File: config.mk
export PLATFORM = sky130hd
export DESIGN_NAME = down_timer
export DESIGN_NICKNAME = d
export VERILOG_FILES = /design/src/rtl/down_timer.sv
export SDC_FILE = /design/constraint.sdc
export NUM_CORES = 1
export LEC_CHECK = 0
export BUFFER_PORTS_ARGS = -buffer_cell sky130_fd_sc_hd__buf_2
export CELL_PAD_IN_SITES_DETAIL_PLACEMENT = 0
export CELL_PAD_IN_SITES_GLOBAL_PLACEMENT = 2
export CORE_AREA = 2 2 51 53
export CTS_BUF_LIST = sky130_fd_sc_hd__clkbuf_4 sky130_fd_sc_hd__clkbuf_8 sky130_fd_sc_hd__clkbuf_16
export CTS_CLUSTER_DIAMETER = 30
export DETAILED_ROUTE_END_ITERATION = 6
export DIE_AREA = 0 0 53 55
export PLACE_DENSITY = 0.76
export SETUP_SLACK_MARGIN = 0.05
export SLEW_MARGIN = 30
export SYNTH_ARGS = -nofsm -noshare
export SYNTH_HDL_FRONTEND = slang
export SYNTH_SLANG_ARGS = --single-unit
export TNS_END_PERCENT = 50
File: constraint.sdc
create_clock -name clk -period 1.4 [get_ports clk]
set_input_delay 0.14 -clock clk [delete_from_list [all_inputs] [get_ports clk]]
set_output_delay 0.14 -clock clk [all_outputs]
set_load 0.01 [all_outputs]
File: src/rtl/down_timer.sv
// Loadable down-counting timer: terminal-count pulse, one-shot DONE state and
// optional auto-reload at terminal count, enabled by defining TIMER_AUTORELOAD_EN.
module down_timer #(
    parameter int WIDTH = 5
) (
    input  logic             clk,
    input  logic             rst,
    input  logic [WIDTH-1:0] cnt_in,
    input  logic             load,
    input  logic             enab,
    input  logic             reload,
    output logic [WIDTH-1:0] cnt_out,
    output logic             tc,
    output logic             busy,
    output logic             done
);

    typedef enum logic [1:0] {
        IDLE = 2'd0,
        RUN  = 2'd1,
        DONE = 2'd2
    } state_t;

    state_t           state, state_nxt;
    logic [WIDTH-1:0] cnt_nxt;
    logic             tc_nxt;
    logic             reload_hit;
    logic [WIDTH-1:0] rld_val;

`ifdef TIMER_AUTORELOAD_EN
    logic [WIDTH-1:0] rld_q;

    always_ff @(posedge clk or posedge rst) begin
        if (rst)
            rld_q <= '0;
        else if (load)
            rld_q <= cnt_in;
    end

    assign reload_hit = reload;
    assign rld_val    = rld_q;
`else
    // Strictly one-shot build: reload input has no effect.
    logic unused_reload;
    assign unused_reload = reload;
    assign reload_hit    = 1'b0;
    assign rld_val       = '0;
`endif

    always_comb begin
        state_nxt = state;
        cnt_nxt   = cnt_out;
        tc_nxt    = 1'b0;
        if (load) begin
            cnt_nxt   = cnt_in;
            state_nxt = (cnt_in != '0) ? RUN : IDLE;
        end else if (state == RUN && enab) begin
            if (cnt_out > WIDTH'(1)) begin
                cnt_nxt = cnt_out - WIDTH'(1);
            end else begin
                // cnt_out is 1 here: a zero load never enters RUN.
                tc_nxt = 1'b1;
                if (reload_hit) begin
                    cnt_nxt = rld_val;
                end else begin
                    cnt_nxt   = '0;
                    state_nxt = DONE;
                end
            end
        end
    end

    always_ff @(posedge clk or posedge rst) begin
        if (rst) begin
            state   <= IDLE;
            cnt_out <= '0;
            tc      <= 1'b0;
            busy    <= 1'b0;
            done    <= 1'b0;
        end else begin
            state   <= state_nxt;
            cnt_out <= cnt_nxt;
            tc      <= tc_nxt;
            busy    <= (state_nxt == RUN);
            done    <= (state_nxt == DONE);
        end
    end

endmodule

==> results of run 1 <==
## worst max-delay path by stage
stage | endpoint | slack (ns)
2_1_floorplan | done$_DFF_PP0_ | -0.08
3_3_place_gp | done$_DFF_PP0_ | 0.03
3_5_place_dp | done$_DFF_PP0_ | 0.02
4_1_cts | done$_DFF_PP0_ | 0.05
5_1_grt | done$_DFF_PP0_ | 0.005
6_report | done$_DFF_PP0_ | 0.04
## metrics by stage
step | power [W] | area, um2 | setup TNS, ns
global route | 0.0008757 | 820.8 | 0
CTS | 0.0008210 | 803.3 | 0
finish | 0.0008195 | 820.8 | 0
detailed placement | 0.0005422 | 745.7 | 0
floorplan | 0.0004399 | 571.8 | -0.1307
global placement | 0.0005410 | 745.7 | 0
## power groups by stage
stage / sequential [W] / combinational, W / clock, W
after floorplan: 0.000348 / 0.0000918 / 0
after global placement: 0.000328 / 0.000213 / 0
after detailed placement: 0.000329 / 0.000214 / 0
after CTS: 0.000324 / 0.000225 / 0.000272
after global routing: 0.000327 / 0.000256 / 0.000293
final: 0.000324 / 0.000227 / 0.000268
## registers in the layout (all words and copies together) (netlist names)
signal / cells
busy: 1
done: 1
cnt_out: 5
tc: 1
state: 2
## cells by family after synthesis
kind of cell / count (synthesis) / synth area share
buffers and inverters: 9 / 0.06208
AO/OA/AOI/OAI: 18 / 0.2284
flip-flops: 10 / 0.4435
adder cells (fa/ha/maj): 2 / 0.04434
AND/OR/NAND/NOR: 20 / 0.2217
## synth_stat cells (all sizes together) (2+ instances only)
library cell / count / share of area
nand3b: 3 / 0.040
o211ai: 3 / 0.040
nor2: 4 / 0.027
inv: 6 / 0.040
or3: 2 / 0.031
o41ai: 2 / 0.031
dfrtp: 10 / 0.44
ha: 2 / 0.044
nand2: 2 / 0.013
clkbuf: 2 / 0.013
a2bb2oi: 2 / 0.031
nor3b: 2 / 0.027
a21oi: 5 / 0.051
nor3: 2 / 0.018
## final cells by class
class / count / area [um2]
tap: 30 / 37.54
sequential: 10 / 251.5
multi-input combinational: 40 / 307.8
fill: 252 / 1544
timing repair buffer: 27 / 165.2
clock buffer: 4 / 36.28
inverter: 6 / 22.52
## tightest hold or removal path, stage by stage
cell and delay [ns]:
buf_2 0.09, nand2_1 0.06, nand3b_1 0.07
## repair_timing
item / in CTS / in global routing
hold endpoints to repair: 10 / 0
pin swaps: 0 / 3
resized for setup: 2 / 5
setup endpoints to repair: 4 / 8
buffers inserted: 0 / 0
hold buffers: 1 / 0
## metal layers
layer,global-route usage,up-vias,routed length [um]
met5,0,-,0
met4,0.08974,0,44
met3,0.01613,5,76
met2,0.1875,20,633
met1,0.1471,260,638
li1,-,274,-
==> flow_summary.ini, run 1 <==
[status]
status = completed

[cts]
clk_pin_slew_ns = 0.07
cts_max_level = 1
cts_root_buf = clkbuf_4
clk_latency_ns = 0.27
tritoncts = built
numCtsBuffers = 3
cts_buffer_depth = 2
clock_sinks = 10

[worst_setup_path]
cp_slowest_cell = or3_4
ff2ff_path_depth = 3
path_class = flip-flop to flip-flop
crit_fanout = 4
critPathCaptureType = flip-flop
cp.arrival_ns = 1.56
critical_path.cell_chain = or3_4 -> or3_4 -> a21oi_2
cp_common_cell = or3_4
cp-startpoint = cnt_out[4]$_DFFE_PP0P_
r2r_end = done$_DFF_PP0_
critPathRequiredTime_ns = 1.61
regToRegSetupSlack_ns = 0.04
crit_family = simple AND/OR/NAND/NOR gates
path_buf_inv = 0
path_depth = 3
r2r_start = cnt_out[4]$_DFFE_PP0P_
slowest_delay_ns = 0.41
start_kind = flip-flop

[sta]
period_share = 0.9682
fmaxAchievable_mhz = 737.7
finalMaxSlewViolations = 0
layout_setup_ws_ns = 0.04447
fin_crit_ns = 1.356
hold-worst-slack_ns = 0.1207
rsz0062_at_grt = true
hold_viol = 0
skew_ns = 0.003855
slew_headroom = 0.7397
worstMarginPinSlew_ns = 0.3901
setup_viol = 0

[yosys]
synth_area_um2 = 564.3
avgSynthCellArea_um2 = 9.564
syn_inst = 59
ys_ff_latch = 10
synth_fp_nets = 71
yosysUniqueCellTypes = 28
synthFlopType = dfrtp_1
yosysSeqAreaShare = 0.4435
yosys_warnings = 0
synth_edf_count = 0
async_flop_share = 1.000

[cells_and_area]
fin_cells = 117
final_util = 0.3471
layout_common_cells = buf_2, buf_4, dfrtp_1
diodes = 0
drive_gt1_frac = 0.4598
final_common_cell = buf_2
fin_nets = 100
syn_to_final_growth_pct = 45.45

[global_routing]
grtUsageTotal = 0.1185
antenna_found_initial = 0
grt_pass1_vias = 577
grt_max_degree = 14
grt_pass1_wl_um = 2435
grt.overflow.total = 0

[routing]
drtPass1Iterations = 4
routedWlPerCell_um = 11.89
vias = 559
drt_wl_total_um = 1391
drc = 0
ant_nets = 0
viasPerCell = 4.778
drt_iter0_drc = 9

[power_and_ir_drop]
seqPwrFrac = 0.396
combPwrFrac = 0.277
peakVddDrop_uv = 526.5
p_sw_w = 0.0002364
internal-power_w = 0.0005831
power.density_nw_per_um2 = 998.4
clockPowerShare = 0.327
p_leak_nw = 0.3780
switching_share = 0.2885

[min_path]
holdPathStages = 3
worstHoldPathType = input port to flip-flop
whs_endpoint = cnt_out[4]$_DFFE_PP0P_
hold_path_startpoint = cnt_in[4]

[place]
preCtsSetupSlack_ns = 0.02288
gp_congestion = 0.7747
place_inst = 112
dp_hpwl_um = 1088
io_buffers = 16

[floorplanning]
die_area_um2 = 2915
core_um2 = 2365
die_w_um = 53
ios = 18
start_util = 0.2386
die_y_um = 55
fp-row-count = 18

[flow_run]
drv_cap = 0
(Power assumes the default switching activity.)
==> run 2, diff against run 1 <==
--- a/config.mk
+++ b/config.mk
@@ -13,6 +13,7 @@
 export CTS_CLUSTER_DIAMETER = 30
 export DETAILED_ROUTE_END_ITERATION = 6
 export DIE_AREA = 0 0 53 55
+export MAX_ROUTING_LAYER = met4
 export PLACE_DENSITY = 0.76
 export SETUP_SLACK_MARGIN = 0.05
 export SLEW_MARGIN = 30
==> run 2 against run 1 <==
  * Design area unchanged
  * Clock-buffer cell count stayed put
  * Wire length is essentially flat
  * First-iteration DRC count stayed put
  * Combinational power hardly changed
  * Clock power about the same
  * Non-clock buffer count unchanged
  * Global-route usage grew 0.34 points
  * Cell count unchanged
  * Critical path type unchanged
  * Critical endpoint unchanged
==> flow_summary.ini, run 2 (synthesis results as in run 1) <==
[cells_and_area]
fin_nets = 100
diodes = 0
drive_gt1_frac = 0.4598
largest_reg_flops = 5
syn_to_final_growth_pct = 45.45
final_util = 0.3471
top_regs = cnt_out: 5 flops, state: 2 flops
regMostFlops = cnt_out
fillers = 252
final_common_cell = buf_2
layout_common_cells = buf_2, buf_4, dfrtp_1

[sta]
slew_headroom = 0.7397
finalMaxSlewViolations = 0
worstMarginPinSlew_ns = 0.3901
hold-worst-slack_ns = 0.1208
period_share = 0.9682
hold_viol = 0
rsz0062_at_grt = true
fmaxAchievable_mhz = 737.7
fin_crit_ns = 1.356
skew_ns = 0.003851
setup_viol = 0

[worst_setup_path]
ff2ff_path_depth = 3
slowest_delay_ns = 0.41
start_kind = flip-flop
cp_slowest_cell = or3_4
cp.arrival_ns = 1.56
r2r_start = cnt_out[4]$_DFFE_PP0P_
critical_path.cell_chain = or3_4 -> or3_4 -> a21oi_2
critPathRequiredTime_ns = 1.61
critPathCaptureType = flip-flop
regToRegSetupSlack_ns = 0.04
crit_fanout = 4
path_class = flip-flop to flip-flop
r2r_end = done$_DFF_PP0_
cp_common_cell = or3_4

[status]
status = completed

[place]
dp_hpwl_um = 1088
gp_congestion = 0.7852
io_buffers = 16

[routing]
drt_iter0_drc = 9
ant_nets = 0
vias = 558
drc = 0
routedWlPerCell_um = 11.90
viasPerCell = 4.769
drt_wl_total_um = 1392
drtPass1Iterations = 4

[power_and_ir_drop]
peakVddDrop_uv = 526.4
power.density_nw_per_um2 = 998.4
power.total_w = 0.0008194
p_leak_nw = 0.3780

[cts]
tritoncts = built
cts_max_level = 1
clock_sinks = 10
clk_latency_ns = 0.27
numCtsBuffers = 3
clk_pin_slew_ns = 0.07
cts_root_buf = clkbuf_4
post-cts-setup-buffer-count = 0
cts_buffer_depth = 2

[floorplanning]
ios = 18
core_um2 = 2365
start_util = 0.2386
fp-row-count = 18
die_y_um = 55
die_area_um2 = 2915
die_w_um = 53

[global_routing]
grt_pass1_wl_um = 2428
grt.overflow.total = 0
grtUsageTotal = 0.1218
antenna_found_initial = 0
grt_pass1_vias = 577
grt_max_degree = 14

[min_path]
whs_endpoint = cnt_out[4]$_DFFE_PP0P_
hold_path_startpoint = cnt_in[4]
worstHoldPathType = input port to flip-flop
holdPathStages = 3

[flow_run]
drv_cap = 0
run 2: cell counts in the layout (fill, tap and decap cells not counted):
Identical to the previous run, type by type.
run 2: worst max-delay path by stage:
stage / startpoint / end / slack, ns
global placement: cnt_out[4]$_DFFE_PP0P_ / done$_DFF_PP0_ / 0.03
detailed placement: cnt_out[4]$_DFFE_PP0P_ / done$_DFF_PP0_ / 0.02
global route: cnt_out[1]$_DFFE_PP0P_ / done$_DFF_PP0_ / 0.005
CTS: cnt_out[4]$_DFFE_PP0P_ / done$_DFF_PP0_ / 0.05
finish: cnt_out[4]$_DFFE_PP0P_ / done$_DFF_PP0_ / 0.04
floorplan: cnt_out[4]$_DFFE_PP0P_ / done$_DFF_PP0_ / -0.08
run 2: where the power goes:
group          switching (W)  leakage (nW)  total (W)  internal, W
Combinational       0.000113         0.237   0.000227     0.000114
Sequential         0.0000136         0.120   0.000324     0.000311
Clock               0.000110        0.0210   0.000268     0.000158
Total               0.000236         0.378   0.000819     0.000583
run 2: cell type report:
cell class	instances	area, um2	share of cell area
Tap cell	30	37.54	0.04573
Inverter	6	22.52	0.02744
Multi-Input combinational cell	40	307.8	0.3750
Sequential cell	10	251.5	0.3064
Timing Repair Buffer	27	165.2	0.2012
Clock buffer	4	36.28	0.04421
run 2: layer usage:
layer	track usage	share of wire	up-vias
met5	-	0	-
met4	0.08974	0.032	0
met3	0.01613	0.055	5
met2	0.1875	0.45	20
met1	0.1471	0.46	260
li1	-	-	273
run 2: metrics by stage:
stage / setup TNS (ns) / area (um2) / instances / worst slack [ns]
after global routing: 0 / 820.8 / 117 / 0.005195
after detailed placement: 0 / 745.7 / 112 / 0.02288
after global placement: 0 / 745.7 / 112 / 0.03005
after CTS: 0 / 803.3 / 117 / 0.04644
final: 0 / 820.8 / 117 / 0.04446
after floorplan: -0.1307 / 571.8 / 59 / -0.07952
run 2: what timing repair did:
item | 4_1_cts | 5_1_grt
resized for setup | 2 | 5
hold endpoints to repair | 10 | 0
hold buffers | 1 | 0
gates cloned | 0 | 0
endpoints found under the setup margin | 4 | 8
pin swaps | 0 | 3
run 2: critical path: cells and delay by family, from the launching register on:
family,cells,cell delay [ns]
DFF,1,0.38
and+or+nand+nor,2,0.80
AOI/OAI and AO/OA,1,0.12
==> run 3, diff against run 2 <==
--- a/config.mk
+++ b/config.mk
@@ -8,13 +8,14 @@
 export BUFFER_PORTS_ARGS = -buffer_cell sky130_fd_sc_hd__buf_2
 export CELL_PAD_IN_SITES_DETAIL_PLACEMENT = 0
 export CELL_PAD_IN_SITES_GLOBAL_PLACEMENT = 2
-export CORE_AREA = 2 2 51 53
+export CORE_AREA = 2 2 48 50
 export CTS_BUF_LIST = sky130_fd_sc_hd__clkbuf_4 sky130_fd_sc_hd__clkbuf_8 sky130_fd_sc_hd__clkbuf_16
 export CTS_CLUSTER_DIAMETER = 30
+export CTS_CLUSTER_SIZE = 28
 export DETAILED_ROUTE_END_ITERATION = 6
-export DIE_AREA = 0 0 53 55
+export DIE_AREA = 0 0 50 52
 export MAX_ROUTING_LAYER = met4
-export PLACE_DENSITY = 0.76
+export PLACE_DENSITY = 0.81
 export SETUP_SLACK_MARGIN = 0.05
 export SLEW_MARGIN = 30
 export SYNTH_ARGS = -nofsm -noshare
==> constraint.sdc (replaced) <==
create_clock -name clk -period 1.3 [get_ports clk]
set_input_delay 0.13 -clock clk [delete_from_list [all_inputs] [get_ports clk]]
set_output_delay 0.13 -clock clk [all_outputs]
set_load 0.01 [all_outputs]
==> run 3 against run 2 <==
  * The run now ends with negative setup slack left
  * Register-to-register slack worse by 0.12 ns
  * Clock power up 7%
  * Design area down 1.4%
  * Fmax down 1.2%
  * Sequential share of layout area up 0.43 points
  * Wire length up 5.2%
  * Critical endpoint unchanged
  * Largest cell class unchanged
  * Highest routed layer unchanged
==> flow_summary.ini, run 3 (synthesis results as in run 1) <==
[sta]
slew_headroom = 0.7371
layout_setup_ws_ns = -0.07264
rsz0062_at_grt = true
period_share = 1.056
fin_crit_ns = 1.373
skew_ns = 0.003916
hold-worst-slack_ns = 0.1079
fmaxAchievable_mhz = 728.5
worstMarginPinSlew_ns = 0.3939
finalMaxSlewViolations = 0
setup_viol = 6
hold_viol = 0

[routing]
drt_wl_total_um = 1464
ant_nets = 0
viasPerCell = 4.860
routedWlPerCell_um = 12.84
drtPass1Iterations = 4
drt_iter0_drc = 3
drc = 0
vias = 554

[global_routing]
grt_max_degree = 14
grt_pass1_vias = 542
antenna_found_initial = 0
grtUsageTotal = 0.1278
grt_pass1_wl_um = 2359
grt.overflow.total = 0

[status]
violations = negative setup slack
status = complete, but fails checks

[cells_and_area]
largest_reg_flops = 5
final_common_cell = buf_2
fin_nets = 99
layout_common_cells = buf_2, dfrtp_1, buf_4
design_area_um2 = 809.5
drive_gt1_frac = 0.4302
diodes = 0
top_regs = cnt_out: 5 flops, state: 2 flops
fillers = 213
regMostFlops = cnt_out
syn_to_final_growth_pct = 43.46

[worst_setup_path]
cp_common_cell = or3_4
crit_family = simple AND/OR/NAND/NOR gates
start_kind = flip-flop
path_buf_inv = 0
path_class = flip-flop to flip-flop
slowest_delay_ns = 0.42
cp.arrival_ns = 1.57
critPathCaptureType = flip-flop
cp_slowest_cell = or3_4
crit_fanout = 4
critical_path.cell_chain = or3_4 -> or3_4 -> a21oi_2
critPathRequiredTime_ns = 1.50

[min_path]
worstHoldPathType = input port to flip-flop

[place]
gp_congestion = 0.8040
placed_cell_area_um2 = 735.7
io_buffers = 16
dp_hpwl_um = 1097

[power_and_ir_drop]
peakVddDrop_uv = 455.0
power.density_nw_per_um2 = 1082
p_leak_nw = 0.3771

[cts]
clock_sinks = 10
clk_latency_ns = 0.26
tritoncts = built
numCtsBuffers = 3
clk_pin_slew_ns = 0.07
cts_buffer_depth = 2
cts_max_level = 1
post-cts-setup-buffer-count = 0
cts_root_buf = clkbuf_4

[floorplanning]
core_um2 = 2106
die_area_um2 = 2600
start_util = 0.2680
die_y_um = 52
ios = 18
die_w_um = 50
fp-row-count = 17

[flow_run]
drv_cap = 0
==> run 3: cell types whose count changed in the layout (fill, tap and decap cells not counted), sizes merged <==
cell	previous run	this run
buf	26	25
==> run 3: final cells by class <==
type	count	area (um2)	area share
multi-input cells	40	302.8	0.3740
flip-flops and latches	10	251.5	0.3107
repair buffers	26	161.4	0.1994
clock buffers	4	36.28	0.04482
well taps	28	35.03	0.04328
inverters	6	22.52	0.02782
==> run 3: path summary, 6_finish.rpt <==
check,startpoint,end,slack (ns),cells past startpoint
max in group asynchronous,rst,cnt_out[2]$_DFFE_PP0P_,0.62,3
setup / recovery,cnt_out[4]$_DFFE_PP0P_,done$_DFF_PP0_,-0.07,3
setup reg to reg,cnt_out[4]$_DFFE_PP0P_,done$_DFF_PP0_,-0.07,3
hold / removal,cnt_in[4],cnt_out[4]$_DFFE_PP0P_,0.11,3
min in group asynchronous,rst,cnt_out[4]$_DFFE_PP0P_,0.38,3
hold reg to reg,state[1]$_DFF_PP0_,busy$_DFF_PP0_,0.53,1
==> run 3: through the flow <==
| step | worst slack [ns] | std cells | total power [W] | util | TNS [ns] |
|---|---|---|---|---|---|
| floorplan | -0.1795 | 59 | 0.0004737 | - | -0.4613 |
| detailed placement | -0.09560 | 109 | 0.0005728 | 0.3494 | -0.3969 |
| CTS | -0.07592 | 114 | 0.0008791 | 0.3791 | -0.2897 |
| global route | -0.1016 | 114 | 0.0009325 | 0.3844 | -0.5573 |
| finish | -0.07264 | 114 | 0.0008756 | 0.3844 | -0.1749 |
| global placement | -0.05963 | 109 | 0.0005697 | 0.3494 | -0.2661 |
==> run 3: power breakdown <==
group / internal [W] / switching (W) / leakage [nW] / total (W)
clock: 0.000170 / 0.000117 / 0.0210 / 0.000287
sequential: 0.000335 / 0.0000162 / 0.120 / 0.000351
combinational: 0.000115 / 0.000123 / 0.236 / 0.000238
total: 0.000620 / 0.000256 / 0.377 / 0.000876
==> run 3: what timing repair did <==
| item | CTS | global route |
|---|---|---|
| endpoints found under the hold margin | 10 | 0 |
| resized for setup | 3 | 3 |
| pin swaps | 2 | 1 |
| hold buffers | 1 | 0 |
| endpoints found under the setup margin | 9 | 10 |
==> run 3: layer usage <==
| layer | vias up | part of all wire | GRT usage |
|---|---|---|---|
| li1 | 271 | - | - |
| met1 | 267 | 0.48 | 0.1643 |
| met2 | 14 | 0.46 | 0.1842 |
| met3 | 2 | 0.040 | 0.03161 |
| met4 | 0 | 0.012 | 0.06944 |
| met5 | - | 0 | - |
==> run 3: tightest hold or removal path, stage by stage <==
cell and delay (ns):
buf_2 0.09, nand2_1 0.05, nand3b_1 0.07
